`src/rtl/player_sprite_gen.sv`:
```
// Player sprite generator: tile-based movement FSM with smooth per-frame
// pixel offset, plus a 2-stage pixel pipeline that addresses the sprite ROM
// and emits the player layer pixel (12'hCBE = transparent).
//
// Handshake: a movement request is a transfer when move_valid && move_ready
// are both high on a rising clock edge. move_ready is high exactly while the
// FSM is IDLE. A transfer with move_blocked low and an in-bounds target
// starts a move; any other transfer only turns the player to face move_dir.
// move_valid while not ready is ignored and has no effect.
module player_sprite_gen #(
  parameter int START_X = 1,
  parameter int START_Y = 1,
  parameter int STEP    = 4
) (
  input  logic        clk,
  input  logic        rst,
  input  logic [9:0]  h_cnt,
  input  logic [9:0]  v_cnt,
  input  logic        vga_valid,
  input  logic        frame_tick,
  input  logic        move_valid,
  input  logic [1:0]  move_dir,
  input  logic        move_blocked,
  output logic        move_ready,
  output logic [4:0]  tile_x,
  output logic [3:0]  tile_y,
  output logic [12:0] rom_addr,
  input  logic [11:0] rom_data,
  output logic [11:0] pixel_player,
  output logic        state_dbg
);

  localparam logic [4:0]  START_TX    = 5'(START_X);
  localparam logic [3:0]  START_TY    = 4'(START_Y);
  localparam logic [5:0]  STEP_W      = 6'(STEP);
  localparam logic [4:0]  MAX_TX      = 5'd19;
  localparam logic [3:0]  MAX_TY      = 4'd14;
  localparam logic [11:0] TRANSPARENT = 12'hCBE;

  localparam logic [1:0] DIR_UP    = 2'd0;
  localparam logic [1:0] DIR_DOWN  = 2'd1;
  localparam logic [1:0] DIR_LEFT  = 2'd2;
  localparam logic [1:0] DIR_RIGHT = 2'd3;

  typedef enum logic {
    IDLE   = 1'b0,
    MOVING = 1'b1
  } state_t;

  state_t      state_q;
  logic [4:0]  tile_x_q;
  logic [3:0]  tile_y_q;
  logic [4:0]  off_q;
  logic [1:0]  facing_q;

  logic        hit_q;
  logic [12:0] rom_addr_q;
  logic [11:0] pixel_q;

  // Movement helpers
  logic        target_ok;
  logic [5:0]  off_sum;
  logic        anim;

  // Draw position and pipeline stage-1 next values
  logic [9:0]  base_x;
  logic [9:0]  base_y;
  logic [9:0]  off_ext;
  logic [9:0]  px;
  logic [9:0]  py;
  logic        hit_d;
  logic [4:0]  sx_d;
  logic [4:0]  sy_d;
  logic [12:0] rom_addr_d;
  logic [11:0] pixel_d;

  // Target-tile bounds check for the requested direction
  always_comb begin
    target_ok = 1'b0;
    case (move_dir)
      DIR_UP:    target_ok = (tile_y_q != 4'd0);
      DIR_DOWN:  target_ok = (tile_y_q < MAX_TY);
      DIR_LEFT:  target_ok = (tile_x_q != 5'd0);
      DIR_RIGHT: target_ok = (tile_x_q < MAX_TX);
      default:   target_ok = 1'b0;
    endcase
  end

  assign off_sum = {1'b0, off_q} + STEP_W;
  assign anim    = off_q[3];

  // Movement FSM: accepts requests in IDLE, walks one tile in STEP increments
  always_ff @(posedge clk) begin
    if (rst) begin
      state_q  <= IDLE;
      tile_x_q <= START_TX;
      tile_y_q <= START_TY;
      off_q    <= 5'd0;
      facing_q <= DIR_DOWN;
    end else begin
      case (state_q)
        IDLE: begin
          if (move_valid) begin
            facing_q <= move_dir;
            if (!move_blocked && target_ok) begin
              // A coincident frame_tick does not advance: first step comes
              // on the next tick, so off stays 0 here.
              state_q <= MOVING;
              off_q   <= 5'd0;
            end
          end
        end
        MOVING: begin
          if (frame_tick) begin
            if (off_sum < 6'd32) begin
              off_q <= off_sum[4:0];
            end else begin
              // Tile commit and offset clear land on the same tick so the
              // draw position never jumps within a frame.
              case (facing_q)
                DIR_UP:    tile_y_q <= tile_y_q - 4'd1;
                DIR_DOWN:  tile_y_q <= tile_y_q + 4'd1;
                DIR_LEFT:  tile_x_q <= tile_x_q - 5'd1;
                default:   tile_x_q <= tile_x_q + 5'd1;
              endcase
              off_q   <= 5'd0;
              state_q <= IDLE;
            end
          end
        end
        default: state_q <= IDLE;
      endcase
    end
  end

  // Draw position: tile origin shifted by the walk offset along facing
  always_comb begin
    base_x  = {tile_x_q, 5'd0};
    base_y  = {1'b0, tile_y_q, 5'd0};
    off_ext = {5'd0, off_q};
    px      = base_x;
    py      = base_y;
    case (facing_q)
      DIR_UP:    py = base_y - off_ext;
      DIR_DOWN:  py = base_y + off_ext;
      DIR_LEFT:  px = base_x - off_ext;
      default:   px = base_x + off_ext;
    endcase
  end

  // Stage-1 hit test and sprite-local coordinates; low 5 bits of the
  // difference are taken directly since the box is exactly 32 px wide.
  always_comb begin
    hit_d = vga_valid &&
            (h_cnt >= px) && (h_cnt < px + 10'd32) &&
            (v_cnt >= py) && (v_cnt < py + 10'd32);
    sx_d  = h_cnt[4:0] - px[4:0];
    sy_d  = v_cnt[4:0] - py[4:0];
    rom_addr_d = rom_addr_q;
    if (hit_d) begin
      rom_addr_d = {facing_q, anim, sy_d, sx_d};
    end
  end

  // Stage 1: register ROM address (held on miss) and hit flag
  always_ff @(posedge clk) begin
    if (rst) begin
      hit_q      <= 1'b0;
      rom_addr_q <= 13'd0;
    end else begin
      hit_q      <= hit_d;
      rom_addr_q <= rom_addr_d;
    end
  end

  // Stage-2 select: ROM pixel on a hit, transparent otherwise
  always_comb begin
    pixel_d = TRANSPARENT;
    if (hit_q) begin
      pixel_d = rom_data;
    end
  end

  // Stage 2: register the player layer pixel
  always_ff @(posedge clk) begin
    if (rst) begin
      pixel_q <= TRANSPARENT;
    end else begin
      pixel_q <= pixel_d;
    end
  end

  assign move_ready   = (state_q == IDLE);
  assign tile_x       = tile_x_q;
  assign tile_y       = tile_y_q;
  assign rom_addr     = rom_addr_q;
  assign pixel_player = pixel_q;
  assign state_dbg    = state_q;

endmodule
```
`config.mk`:
```
export PLATFORM = sky130hd
export DESIGN_NAME = player_sprite_gen
export DESIGN_NICKNAME = d
export VERILOG_FILES = /design/src/rtl/player_sprite_gen.sv
export SDC_FILE = /design/constraint.sdc
export NUM_CORES = 1
export LEC_CHECK = 0
export CAP_MARGIN = 20
export CORE_MARGIN = 2
export CORE_UTILIZATION = 50
export CTS_CLUSTER_SIZE = 24
export DETAILED_ROUTE_END_ITERATION = 8
export GPL_ROUTABILITY_DRIVEN = 0
export GPL_TIMING_DRIVEN = 1
export PLACE_DENSITY = 0.81
export SKIP_CTS_REPAIR_TIMING = 1
export SKIP_LAST_GASP = 1
export SYNTH_ARGS = -nofsm -noshare
export SYNTH_HDL_FRONTEND = slang
export SYNTH_SLANG_ARGS = --single-unit
```
`constraint.sdc`:
```
create_clock -name clk -period 4.32 [get_ports clk]
set_input_delay 1.08 -clock clk [delete_from_list [all_inputs] [get_ports clk]]
set_output_delay 1.08 -clock clk [all_outputs]
set_load 0.05 [all_outputs]
```
# --- Word-level counts from Yosys, hierarchy flattened ---
# Cells that the tools add are included.
totals:
  reg_bits: 43
  word_cells: 72
  inputBits: 40
  output_inout_bits: 36
classes:
  reduce_logical: 17
  bitwise_logic: 4
  add_sub_neg: 13
  n_lt_le_gt_ge: 7
  mux: 15
  n_eq_ne: 8
ops:
  columns: ["operator", "n"]
  rows:
  - ["$pmux 10 s2", 2]
  - ["$add 10x6->10 const B", 2]
  - ["$ge 10x10->1", 2]
  - ["$lt 10x10->1", 2]
  - ["$mux 5", 4]
  - ["$pmux 5 s2", 2]
  - ["$add 10x5->10", 1]
  - ["$add 9x5->10", 1]
  - ["$sub 10x5->10", 1]
  - ["$sub 5x5->5", 2]
  - ["$sub 9x5->10", 1]
  - ["$pmux 4 s2", 1]
  - ["$reduce_and 4->1", 2]
  - ["$add 5x3->6 const B", 1]
  - ["$eq 2x2->1 const B", 3]
  - ["$lt 6x6->1 const B", 1]
  - ["$add 5x1->5 const B", 1]
  - ["$logic_and 1x1->1", 5]
  - ["$lt 5x5->1 const B", 1]
  - ["$reduce_bool 5->1", 1]
  - ["$sub 5x1->5 const B", 1]
  - ["$add 4x1->4 const B", 1]
  - ["$eq 2x1->1 const B", 2]
  - ["$logic_not 2->1", 2]
  - ["other kinds (14)", 22]

# --- Longest topological paths before layout ---
logic_depth:
  word_depth: 8
  mapped_depth: 19
  depth_no_buf: 17

# --- Worst setup path after synthesis ---
# No wires, ideal clock.
synth_path:
  kind: "register to register"
  startpoint: "reg off_q[2]"
  endpoint: "reg rom_addr_q[9], in the netlist rom_addr[9]"
  arrival_time_ps: 3272
  required_time_ps: 4253
  stages_incl_launch_ff: 18
  synth_period_minus_slack_ps: 3339
  setup_slack_ps: 981
  setup_ps: 67
  n_path_buf: 1
  path_cell_list: "dfxtp_1 clkbuf_2 inv_1 ha_1 nor2b_1 nor2_1 mux2i_1 o21a_1 inv_1 ha_1 nor3b_2 xor2_1 ha_1 a221oi_1 nand3_1 a211o_1 or4_4 o21ai_2"
synth_between:
  elab_chain_cells: 7
  word_cells_on_any_way: 17
  cone_classes: "7 x add/sub; 4 x order compare; 2 x mux; 4 x reduce/logical"
synth_lines:
  columns: ["element", "line", "rtl"]
  rows:
  - ["from (decl)", "53", "logic [4:0] off_q;"]
  - ["from (signal assigned)", "116", "off_q <= off_sum[4:0];"]
  - ["$add 10x5->10 / $sub 10x5->10 (equally long branches)", "147, 146", null]
  - ["$pmux 10 s2", "143", "case (facing_q)"]
  - ["$add 10x6->10 / $ge 10x10->1 (equally long branches)", "155", "(h_cnt >= px) && (h_cnt < px + 10'd32) &&"]
  - ["$lt 10x10->1 / $logic_and 1x1->1 (equally long branches)", "155, 154", null]
  - ["$logic_and 1x1->1 (2 in series)", "155", null]
  - ["$logic_and 1x1->1", "156", "(v_cnt >= py) && (v_cnt < py + 10'd32);"]
  - ["to (signal assigned)", "172", "rom_addr_q <= rom_addr_d;"]
  - ["to (decl)", "57", "logic [12:0] rom_addr_q;"]
# Several ways; a longest one is shown, not always the timed one.
# A chain may end at the register's enable or synchronous reset.

# --- Final worst setup path ---
# Ends and elaborated chain as after synthesis.

==> metrics.txt <==
# TYPE chip_impl_metric gauge
chip_impl_info{name="outcome",value="complete, no violations"} 1
chip_impl_metric{name="finalCoreUtilization",unit="%"} 67.54
chip_impl_metric{name="insertedDiodeCount",unit=""} 0
chip_impl_info{name="reg2reg_from",value="off_q[2]"} 1
chip_impl_metric{name="min_period_over_period",unit="%"} 88.71
chip_impl_metric{name="timing.critical_path.arrival",unit="ps"} 4070
chip_impl_metric{name="die_height",unit="µm"} 82.56
chip_impl_info{name="startpoint_type",value="flip-flop"} 1
chip_impl_metric{name="setup_viol_count_final",unit=""} 0
chip_impl_metric{name="yosys_warnings",unit=""} 0
chip_impl_metric{name="post_route_cells_drive_above_1_share",unit="%"} 5.204
chip_impl_metric{name="path_clk_slew",unit="ps"} 80
chip_impl_metric{name="design_power_total",unit="µW"} 894.7
chip_impl_info{name="critPathKind",value="reg2reg"} 1
chip_impl_metric{name="reg2reg_slack",unit="ps"} 490
chip_impl_info{name="unrepaired_setup_endpoints_after_global_routing",value="no"} 1
chip_impl_metric{name="initial_utilization",unit="%"} 51.81
chip_impl_info{name="worstSetupEndpoint",value="rom_addr[9]"} 1
chip_impl_metric{name="rows",unit=""} 28
chip_impl_metric{name="final_hold_vios",unit=""} 0
chip_impl_metric{name="vdd_ir_drop_max",unit="µV"} 158.4
chip_impl_metric{name="drt-wirelength-per-cell",unit="µm"} 14.01
chip_impl_metric{name="overall_global_routing_resource_usage",unit="%"} 22.54
chip_impl_metric{name="cellLeakagePower",unit="nW"} 1.567
chip_impl_info{name="mostFrequentLayoutCell",value="sky130_fd_sc_hd__clkdlybuf4s50_1"} 1
chip_impl_metric{name="post_synth_mux_area_share",unit="%"} 2.636
chip_impl_info{name="capture_instance_of_the_worst_register_to_register_path",value="rom_addr[9]"} 1
chip_impl_metric{name="yosys_register_bits",unit=""} 41
chip_impl_metric{name="critical_path_required",unit="ps"} 4560
chip_impl_metric{name="largest_net_degree_at_the_start_of_global_routing",unit=""} 27
chip_impl_metric{name="cts_made_buffers",unit=""} 5
chip_impl_metric{name="post_synth_fa_ha_maj_area_fraction",unit="%"} 20.03
chip_impl_info{name="layout_common_cells",value="sky130_fd_sc_hd__clkdlybuf4s50_1 (75), sky130_fd_sc_hd__ha_1 (43), sky130_fd_sc_hd__dfxtp_1 (41)"} 1
chip_impl_metric{name="area_delta_synth_final",unit="%"} 30.37
chip_impl_metric{name="reg2regPathDepth",unit=""} 16
chip_impl_metric{name="core_area",unit="µm²"} 5956
chip_impl_metric{name="ys_types",unit=""} 53
chip_impl_metric{name="max_cap_check_violation_count",unit=""} 0
chip_impl_metric{name="timing.final.crit_period",unit="ps"} 3832
chip_impl_metric{name="drt_first_pass_iters",unit=""} 4
chip_impl_metric{name="synth.yosys.seq_area_share",unit="%"} 26.60
chip_impl_metric{name="synth.cell_area",unit="µm²"} 3085
chip_impl_metric{name="powerDensity",unit="nW/µm²"} 222.4
chip_impl_metric{name="postSynthCellCount",unit=""} 365
chip_impl_metric{name="clock_sink_count",unit=""} 41
chip_impl_metric{name="dr_total_vias",unit=""} 2826
chip_impl_metric{name="place_hpwl",unit="mm"} 5.827
chip_impl_metric{name="number_of_antenna_violations_at_the_first_check_in_global_routing",unit=""} 0
chip_impl_metric{name="synth-simple-area-share",unit="%"} 20.84
chip_impl_metric{name="cts-root-to-sink-buffers",unit=""} 2
chip_impl_metric{name="first_global_vias",unit=""} 2744
chip_impl_metric{name="globalRouteOverflowTotal",unit=""} 0
chip_impl_info{name="worstSetupEndpointType",value="flip-flop"} 1
chip_impl_metric{name="detail_route.iter0.violations",unit=""} 90
chip_impl_metric{name="achievable-frequency",unit="MHz"} 260.9
chip_impl_metric{name="vias_per_cell",unit=""} 5.466
chip_impl_metric{name="final.setup.tns",unit="ps"} 0
chip_impl_metric{name="grt_first_pass_wirelength",unit="mm"} 12.13
chip_impl_metric{name="timing.hold.ws",unit="ps"} 488.5
chip_impl_metric{name="portBuffers",unit=""} 75
chip_impl_metric{name="slew-limit-headroom",unit="%"} 40.46
chip_impl_info{name="yosys_most_used_dff",value="sky130_fd_sc_hd__dfxtp_1"} 1
chip_impl_metric{name="wl",unit="mm"} 7.244
chip_impl_info{name="tritoncts_clock_tree",value="built"} 1
chip_impl_metric{name="area_of_the_die",unit="µm²"} 6815
chip_impl_metric{name="synth_xor_xnor_area_share",unit="%"} 5.961
chip_impl_info{name="startpoint",value="off_q[2]"} 1
chip_impl_metric{name="fraction_of_registers_with_async_set_or_reset_after_synthesis",unit="%"} 0
chip_impl_metric{name="cts-htree-levels",unit=""} 2
chip_impl_metric{name="synth_compound_gate_area_share",unit="%"} 18.21
chip_impl_metric{name="antenna_left",unit=""} 0
chip_impl_metric{name="clock_latency",unit="ps"} 300
chip_impl_metric{name="worst-slew-pin-transition",unit="ps"} 886.3
chip_impl_metric{name="cp_max_fo",unit=""} 11
chip_impl_info{name="cts_root_cell",value="sky130_fd_sc_hd__clkbuf_8"} 1
chip_impl_metric{name="final.setup_skew",unit="ps"} 3.787
chip_impl_metric{name="die_x",unit="µm"} 82.56
chip_impl_metric{name="nets",unit=""} 528
chip_impl_metric{name="synth-edff-count",unit=""} 0
chip_impl_info{name="timing.hold.worst.class",value="reg2reg"} 1
chip_impl_metric{name="post_synth.cell_area_avg",unit="µm²"} 8.453
chip_impl_info{name="synth_top_family_by_area",value="simple AND/OR/NAND/NOR gates"} 1
chip_impl_metric{name="drc_errors",unit=""} 0
chip_impl_metric{name="nFillCells",unit=""} 521
chip_impl_metric{name="top_level_ports",unit=""} 76
chip_impl_metric{name="finalMaxSlewViolations",unit=""} 0
==> through the flow <==
| step | cells | area [µm²] | setup slack [ps] |
|---|---|---|---|
| after CTS | 517 | 4023 | 494.4 |
| after detailed placement | 509 | 3908 | 539.8 |
| after global placement | 509 | 3908 | 648.0 |
| after global routing | 517 | 4023 | 200.1 |
| after floorplan | 369 | 3100 | 980.6 |
| final | 517 | 4023 | 487.7 |
==> registers in the layout, summed over array words and instances, names as in the netlist <==
name          flops
facing_q          2
hit_q             1
tile_y            4
pixel_player     12
state_dbg         1
rom_addr         13
off_q             3
tile_x            5
==> final cells by class <==
type / instances / area, µm² / area share (%)
Multi-Input combinational cell: 287 / 2111 / 52.47
Tap cell: 75 / 93.84 / 2.333
Inverter: 27 / 101.3 / 2.519
Clock buffer: 5 / 68.82 / 1.711
Sequential cell: 41 / 820.8 / 20.40
Timing Repair Buffer: 79 / 780.7 / 19.41
Clock inverter: 3 / 46.29 / 1.151
==> kinds of logic (layout without fill, tap and decap cells) <==
group / after synthesis / in the layout
AND/OR/NAND/NOR: 121 / 121
AO/OA/AOI/OAI: 84 / 84
adder cells (fa/ha/maj): 47 / 47
flip-flops: 41 / 41
buffers and inverters: 41 / 114
XOR/XNOR: 21 / 21
multiplexers: 8 / 8
other: 2 / 6
==> worst min path at each step <==
| stage | from | endpoint | slack (ps) | depth (start not counted) |
|---|---|---|---|---|
| 2_1_floorplan | hit_q | pixel_player[1] | 490 | 2 |
| 3_3_place_gp | rom_addr[4] | rom_addr[4] | 470 | 2 |
| 3_5_place_dp | rom_addr[4] | rom_addr[4] | 480 | 2 |
| 4_1_cts | rom_addr[4] | rom_addr[4] | 490 | 2 |
| 5_1_grt | rom_addr[7] | rom_addr[7] | 520 | 2 |
| 6_report | rom_addr[7] | rom_addr[7] | 490 | 2 |
==> cell usage after synthesis, types with 4 or more instances <==
cell type	instances	area [µm²]
sky130_fd_sc_hd__a211oi_1	9	67.56
sky130_fd_sc_hd__a21oi_1	30	150.1
sky130_fd_sc_hd__and2_1	4	25.02
sky130_fd_sc_hd__buf_2	8	40.04
sky130_fd_sc_hd__clkbuf_1	4	15.01
sky130_fd_sc_hd__dfxtp_1	41	820.8
sky130_fd_sc_hd__fa_1	4	80.08
sky130_fd_sc_hd__ha_1	43	538.0
sky130_fd_sc_hd__inv_1	26	97.59
sky130_fd_sc_hd__mux2i_1	7	70.07
sky130_fd_sc_hd__nand2_1	17	63.81
sky130_fd_sc_hd__nand2b_1	22	137.6
sky130_fd_sc_hd__nand3_1	10	50.05
sky130_fd_sc_hd__nor2_1	31	116.4
sky130_fd_sc_hd__nor2b_1	8	50.05
sky130_fd_sc_hd__nor3_1	13	65.06
sky130_fd_sc_hd__o21a_1	4	30.03
sky130_fd_sc_hd__o21ai_0	14	70.07
sky130_fd_sc_hd__xnor2_1	12	105.1
sky130_fd_sc_hd__xor2_1	9	78.83
==> routing by layer <==
metal  vias up  routed length [µm]  global-route usage (%)
li1       1426                   -                       -
met1      1324                3141                   26.81
met2        60                3692                   41.53
met3        16                 274                   3.913
met4         0                 136                   5.902
met5         -                   0                       0
==> report_power, final <==
part	total [mW]	internal, mW	switching (mW)
sequential	0.391	0.383	0.00831
clock	0.314	0.173	0.142
combinational	0.189	0.0925	0.0967
==> worst max-delay path: stages (launching register included) <==
cell and delay, ps:
sky130_fd_sc_hd__dfxtp_1 500, sky130_fd_sc_hd__inv_1 110, sky130_fd_sc_hd__ha_1 210, sky130_fd_sc_hd__nor2b_1 140, sky130_fd_sc_hd__nor2_1 130, sky130_fd_sc_hd__mux2i_1 190, sky130_fd_sc_hd__o21a_1 170, sky130_fd_sc_hd__inv_1 50
sky130_fd_sc_hd__ha_1 210, sky130_fd_sc_hd__nor3b_2 160, sky130_fd_sc_hd__xor2_1 140, sky130_fd_sc_hd__ha_1 290, sky130_fd_sc_hd__a221oi_1 280, sky130_fd_sc_hd__nand3_1 150, sky130_fd_sc_hd__a211o_1 410, sky130_fd_sc_hd__or4_4 570
sky130_fd_sc_hd__o21ai_2 60
(Power assumes the default switching activity.)
